$ cat config.mk
export PLATFORM = sky130hd
export DESIGN_NAME = rdi_wake_handshake
export DESIGN_NICKNAME = d
export VERILOG_FILES = /design/src/rtl/rdi_wake_handshake.sv
export SDC_FILE = /design/constraint.sdc
export NUM_CORES = 1
export LEC_CHECK = 0
export BUFFER_PORTS_ARGS = -buffer_cell sky130_fd_sc_hd__buf_4
export CORE_AREA = 4 4 41 43
export DETAILED_ROUTE_END_ITERATION = 12
export DIE_AREA = 0 0 45 47
export PLACE_DENSITY = 0.54
export SETUP_SLACK_MARGIN = 0.15
export SLEW_MARGIN = 0
export SYNTH_ARGS = -nofsm -noshare
export SYNTH_HDL_FRONTEND = slang
export SYNTH_SLANG_ARGS = --single-unit
$ cat constraint.sdc
create_clock -name i_clk -period 1.7 [get_ports i_clk]
set_clock_uncertainty 0.05 [all_clocks]
set_input_delay 0.085 -clock i_clk [delete_from_list [all_inputs] [get_ports i_clk]]
set_output_delay 0.085 -clock i_clk [all_outputs]
set_load 0.1 [all_outputs]
$ cat src/rtl/rdi_wake_handshake.sv
`default_nettype none
// ============================================================================
// Module      : rdi_wake_handshake
// Description : RDI wake/clock-gating controller: owns the LTSM clock-gate
//               enable and answers lp_wake_req once the gated clock is confirmed.
// Revision    : 1.0 - initial release
// ============================================================================
module rdi_wake_handshake #(
   parameter int IDLE_CYCLES = 16,
   parameter int CNT_W       = 5
) (
   input  logic       i_clk,
   input  logic       i_rst,
   input  logic [3:0] i_pl_state_sts,
   input  logic [3:0] i_lp_state_req,
   input  logic       i_ltsm_in_reset,
   input  logic       i_lp_wake_req,
   input  logic       i_ltsm_is_waked_up,
   output logic       o_clk_gate_en,
   output logic       o_pl_wake_ack
);

   typedef enum logic [1:0] {
      ST_GATED   = 2'd0,
      ST_WAKING  = 2'd1,
      ST_ACK     = 2'd2,
      ST_UNGATED = 2'd3
   } state_t;

   localparam logic [CNT_W-1:0] c_idle_last   = CNT_W'(IDLE_CYCLES - 1);
   localparam logic [3:0]       c_pl_reset    = 4'b0000;
   localparam logic [3:0]       c_pl_l1       = 4'b0100;
   localparam logic [3:0]       c_pl_l2       = 4'b1000;
   localparam logic [3:0]       c_pl_disabled = 4'b1100;

   state_t           r_state;
   state_t           w_nxt_state;
   logic [CNT_W-1:0] r_idle_cnt;
   logic [CNT_W-1:0] w_nxt_cnt;
   logic             w_wake_cond;
   logic             w_pl_quiet;
   logic             w_idle;

   assign w_wake_cond = i_lp_wake_req | ~i_ltsm_in_reset;
   assign w_pl_quiet  = (i_pl_state_sts == c_pl_reset) | (i_pl_state_sts == c_pl_l1) |
                        (i_pl_state_sts == c_pl_l2)    | (i_pl_state_sts == c_pl_disabled);
   assign w_idle      = ~i_lp_wake_req & (i_lp_state_req == 4'b0000) &
                        i_ltsm_in_reset & w_pl_quiet;

   always_comb begin
      w_nxt_state = r_state;
      w_nxt_cnt   = '0;
      case (r_state)
         // A confirmation still high from the last gating must drain first,
         // otherwise it would be mistaken for the new wake's confirmation.
         ST_GATED: begin
            if (w_wake_cond && !i_ltsm_is_waked_up)
               w_nxt_state = ST_WAKING;
         end
         ST_WAKING: begin
            if (i_ltsm_is_waked_up)
               w_nxt_state = i_lp_wake_req ? ST_ACK : ST_UNGATED;
         end
         ST_ACK: begin
            if (!i_ltsm_is_waked_up)
               w_nxt_state = ST_WAKING;
            else if (!i_lp_wake_req)
               w_nxt_state = ST_UNGATED;
         end
         ST_UNGATED: begin
            if (i_lp_wake_req) begin
               w_nxt_state = i_ltsm_is_waked_up ? ST_ACK : ST_WAKING;
            end else if (w_idle) begin
               if (r_idle_cnt == c_idle_last)
                  w_nxt_state = ST_GATED;
               else
                  w_nxt_cnt = r_idle_cnt + 1'b1;
            end
         end
         default: w_nxt_state = ST_GATED;
      endcase
   end

   // Outputs decode the next state so they change on the same edge as the state.
   always_ff @(posedge i_clk) begin
      if (i_rst) begin
         r_state       <= ST_GATED;
         r_idle_cnt    <= '0;
         o_clk_gate_en <= 1'b0;
         o_pl_wake_ack <= 1'b0;
      end else begin
         r_state       <= w_nxt_state;
         r_idle_cnt    <= w_nxt_cnt;
         o_clk_gate_en <= (w_nxt_state != ST_GATED);
         o_pl_wake_ack <= (w_nxt_state == ST_ACK);
      end
   end

endmodule
`default_nettype wire

# Word level (Yosys, flattened, before mapping)
# Cells that the tools add are included.
[word_totals] elab_cells=41 register_bits=9 out_inout_bits=2 inputBits=13
[op_classes] reduce_logical=7 n_mux=10 add_sub_neg=1 eq_ne=8 bitwise_logic=11
[op_table] op="two-way mux 2 bit" count=8
[op_table] op="== test 4 bit, second input constant" count=2
[op_table] op="zero test 4 bit" count=2
[op_table] op="case mux 2 bit (4 select lines)" count=1
[op_table] op="== test 2 bit, second input constant" count=3
[op_table] op="adder 5 x 1 -> 5 bit, second input constant" count=1
[op_table] op="== test 5 x 4 -> 1 bit, second input constant" count=1
[op_table] op="OR reduction 5 bit" count=1
[op_table] op="== test 4 x 3 -> 1 bit, second input constant" count=1
[op_table] op="inverter 1 bit" count=4
[op_table] op="OR 1 bit" count=4
[op_table] op="bitwise AND 1 bit" count=3
[op_table] op="== test 2 x 1 -> 1 bit, second input constant" count=1
[op_table] op="zero test 2 bit" count=1
[op_table] op="nonzero test 2 bit" count=1
[op_table] op="logical AND 1 bit" count=1
[op_table] op="zero test 1 bit" count=1
[op_table] op="two-way mux 1 bit" count=1

# Depth between registers and ports, before layout
[depth] word_depth=9 ltp_mapped=6 mapped_depth_nobuf=6

# Worst setup path before layout
# Ideal clock, no wire load.
[synth_path] path_type="reg2reg" start="register r_idle_cnt[0]" end="register r_idle_cnt[2]" slack_ps=179 period_less_slack_ps=1521 path_buffers=0 path_stages_with_launch=7 arrival_ps=1404 setup_time_ps=66 t_required_ps=1584 cell_sequence="dfxtp_1 ha_1 and3_1 ha_1 and4bb_2 nand4_1 nor2_1"
[synth_via] elab_chain_cells=2 word_cells_on_any_way=3 cone_classes="1 x add/sub; 1 x eq/ne; 1 x reduce/logical"
[synth_rtl] item="start, declared" line="38" text="logic [CNT_W-1:0] r_idle_cnt;"
[synth_rtl] item="start signal, assigned" line="93" text="r_idle_cnt <= w_nxt_cnt;"
[synth_rtl] item="parallel branches: the longest is 2 deep, another holds adder 5 x 1 -> 5 bit"
# Several ways; the timed one is not identified.
# A chain may end at the register's enable or synchronous reset.

# Worst setup path after layout
[layout_path] start="register r_idle_cnt[0]" end="register r_idle_cnt[3]"
# Same word-level chain as after synthesis.

==> reports/qor.csv <==
stage;metric;value;unit
route;mean routed wirelength per cell;10.57;µm
power_and_ir_drop;maximum VDD drop;0.3831;mV
route;routed vias/inst;4.694;
route;routed via count;338;
synth;Syn Area/Cell;10.14;µm²
synth;Cell variety after synth;20;
worst_setup_path;worst reg2reg path depth;6;
worst_setup_path;R2R Path End;r_idle_cnt[3];
worst_setup_path;reg2reg start;r_idle_cnt[0];
clocking;cts bufs inserted;3;
synth;Top FF cell, synth;dfxtp_1;
layout;multi-input logic area;232.7;µm²
route;Total Routed Length;761;µm
clocking;clock sink count;9;
timing;final setup vio count;0;
global_routing;total gr overflow;0;
synth;top post-synthesis cells by area;dfxtp_1, nor2_1, ha_1, nor4_4, and3_1;
run_status;outcome;complete, no violations;
route;top layer in use;met4;
global_routing;initial antenna violation count;0;
synth;Post-synth ARST share;0;
route;Starting DRT DRC Count;2;
die;effective utilization at floorplan;0.2962;
power_and_ir_drop;Power per Cell Area;756.8;mW/mm²
worst_hold_path;worst hold path type;input pin to flop;
timing;Tcrit/Tclk final;0.9088;
worst_setup_path;Critical Path RT;1840;ps
layout;diode count;0;
worst_hold_path;hold depth;3;
worst_setup_path;crit-path max FO;5;
die;# rows;13;
layout;area grow syn2layout;51.30;%
synth;syn nets;53;
die;Die Area;0.002115;mm²
run;Max Cap Viol;0;
die;die height;47;µm
layout;layout cells sized above 1;0.4561;
clocking;worst-skew pair later-pin latency;250;ps
global_routing;first-pass GRT wire length;1311;µm
clocking;clock transition at the registers of the reported paths;60;ps
clocking;H-tree lvl count;1;
layout;most common cell after layout, fill and taps aside;buf_4;
timing;highest clock rate;0.6472;GHz
synth;sequential fraction of the synthesis area;0.4675;
worst_hold_path;Min-Delay Endpoint;r_state[0];
global_routing;vias in the first global route;329;
global_routing;Global Route Usage Sum;0.09127;
layout;fin util;0.4481;
route;met3 WL post-DR;72;µm
clocking;Bufs on Longest Clock Path;2;
route;DR pass1 iterations;3;
synth;Cell Area, Synth;385.4;µm²
layout;Sequential Area;182.7;µm²
worst_setup_path;reg2reg setup slack;150;ps
timing;Fin. Hold Viols;0;
worst_setup_path;crit path launch type;flop;
synth;Synth Warn #;0;
placed_design;Final Wtd Congestion;0.7713;
route;antenna viol nets, final;0;
timing;setup TNS;0;ps
placed_design;port bufs;12;
timing;Worst Tran Pin Value;281.4;ps
layout;most frequent cells in the layout;buf_4, nor2_1, dfxtp_1;
worst_hold_path;hold path startpoint;i_ltsm_is_waked_up;
global_routing;largest net degree at the start of global routing;6;
die;Boundary Pins;15;
clocking;Root Driver;clkbuf_4;
layout;Filler Cells Inserted;137;
worst_setup_path;CP startpoint;r_idle_cnt[0];
die;die width;45;µm
worst_setup_path;Setup CP Type;flop to flop;
synth;EDFF count, synth;0;
worst_setup_path;Worst EP arrival;1690;ps
synth;synthesized instance count;38;
route;Metal-1 WL;301;µm
layout;Final #Nets;73;
power_and_ir_drop;Pleak;0.2270;nW
die;core area;0.001301;mm²
synth;Yosys top cell by area;dfxtp_1;
timing;Rel. slew slack;0.8104;
route;WL met2;379;µm
placed_design;dpl hpwl;556.6;µm
timing;unrepaired setup endpoints after global routing;yes;
clocking;CTS tree;built;
synth;Synth top area share;0.4675;
synth;Yosys reg bits;9;
route;Post-route DRC;0;
worst_setup_path;Setup crit end kind;flop;
timing;Slew Limit Fails;0;
timing;Min Clock Period, post-route;1545;ps
-- state kept, by name, summed over array words and instances, names as in the netlist --
signal,count
o_pl_wake_ack,1
r_idle_cnt,5
r_state,2
o_clk_gate_en,1
-- timing repair --
action	in CTS	in global routing
setup buffers	2	0
hold endpoints to repair	4	0
setup endpoints to repair	8	6
pin swaps	6	6
gates resized for setup	7	1
hold buffers	1	0
cloned	0	0
-- cells in the mapped netlist (2+ instances only) --
cell     n
and3_1   2
nor3_1   2
inv_1    2
ha_1     2
nor2_1   7
dfxtp_1  9
-- routing by layer --
layer | vias up | track usage
met5 | - | 0
met4 | 0 | 0.03509
met3 | 3 | 0.05747
met2 | 10 | 0.1441
met1 | 150 | 0.09908
li1 | 175 | -
-- critical path, stage by stage, from the launching register on --
cell	delay, ps
dfxtp_2	330
ha_4	160
and3_4	180
ha_4	150
and4bb_2	270
nand4_1	200
nor2_1	150
-- cell families (layout without fill, tap and decap cells) --
| family | Yosys count | count (layout) | share of synthesized area |
|---|---|---|---|
| simple gates | 19 | 19 | 0.3279 |
| flops | 9 | 9 | 0.4675 |
| compound gates | 4 | 4 | 0.07468 |
| fa+ha+maj | 2 | 2 | 0.06492 |
| xor+xnor | 2 | 2 | 0.04546 |
| buf+inv | 2 | 21 | 0.01949 |
-- layout make-up --
| cell class | instances | share of cell area |
|---|---|---|
| multi-input combinational | 27 | 0.3991 |
| sequential | 9 | 0.3133 |
| clock buffer | 4 | 0.04506 |
| timing repair buffer | 15 | 0.1974 |
| tap | 15 | 0.03219 |
| inverter | 2 | 0.01288 |
-- how the worst max path moves through the flow --
stage	endpoint	slack (ps)	cells after the start
2_1_floorplan	r_idle_cnt[2]	180	6
3_3_place_gp	r_idle_cnt[3]	40	6
3_5_place_dp	r_idle_cnt[2]	30	6
4_1_cts	r_idle_cnt[0]	130	6
5_1_grt	r_idle_cnt[1]	40	6
6_report	r_idle_cnt[3]	150	6
-- report_power, final --
| part | switching [mW] | internal, mW |
|---|---|---|
| registers | 0.00345 | 0.216 |
| logic | 0.0355 | 0.0288 |
| clock network | 0.0671 | 0.0900 |
-- through the flow --
| step | power (mW) | setup slack, ps | hold slack, ps | std cells | area [µm²] |
|---|---|---|---|---|---|
| after floorplan | 0.2569 | 179.3 | 107.8 | 38 | 385.4 |
| after global placement | 0.2863 | 40.80 | 243.3 | 65 | 494.2 |
| after detailed placement | 0.2865 | 31.79 | 245.3 | 65 | 494.2 |
| after CTS | 0.4461 | 126.9 | 69.95 | 72 | 578.1 |
| after global routing | 0.4665 | 38.65 | 68.68 | 72 | 583.1 |
| final | 0.4413 | 155.0 | 69.87 | 72 | 583.1 |
(Power assumes the default switching activity.)
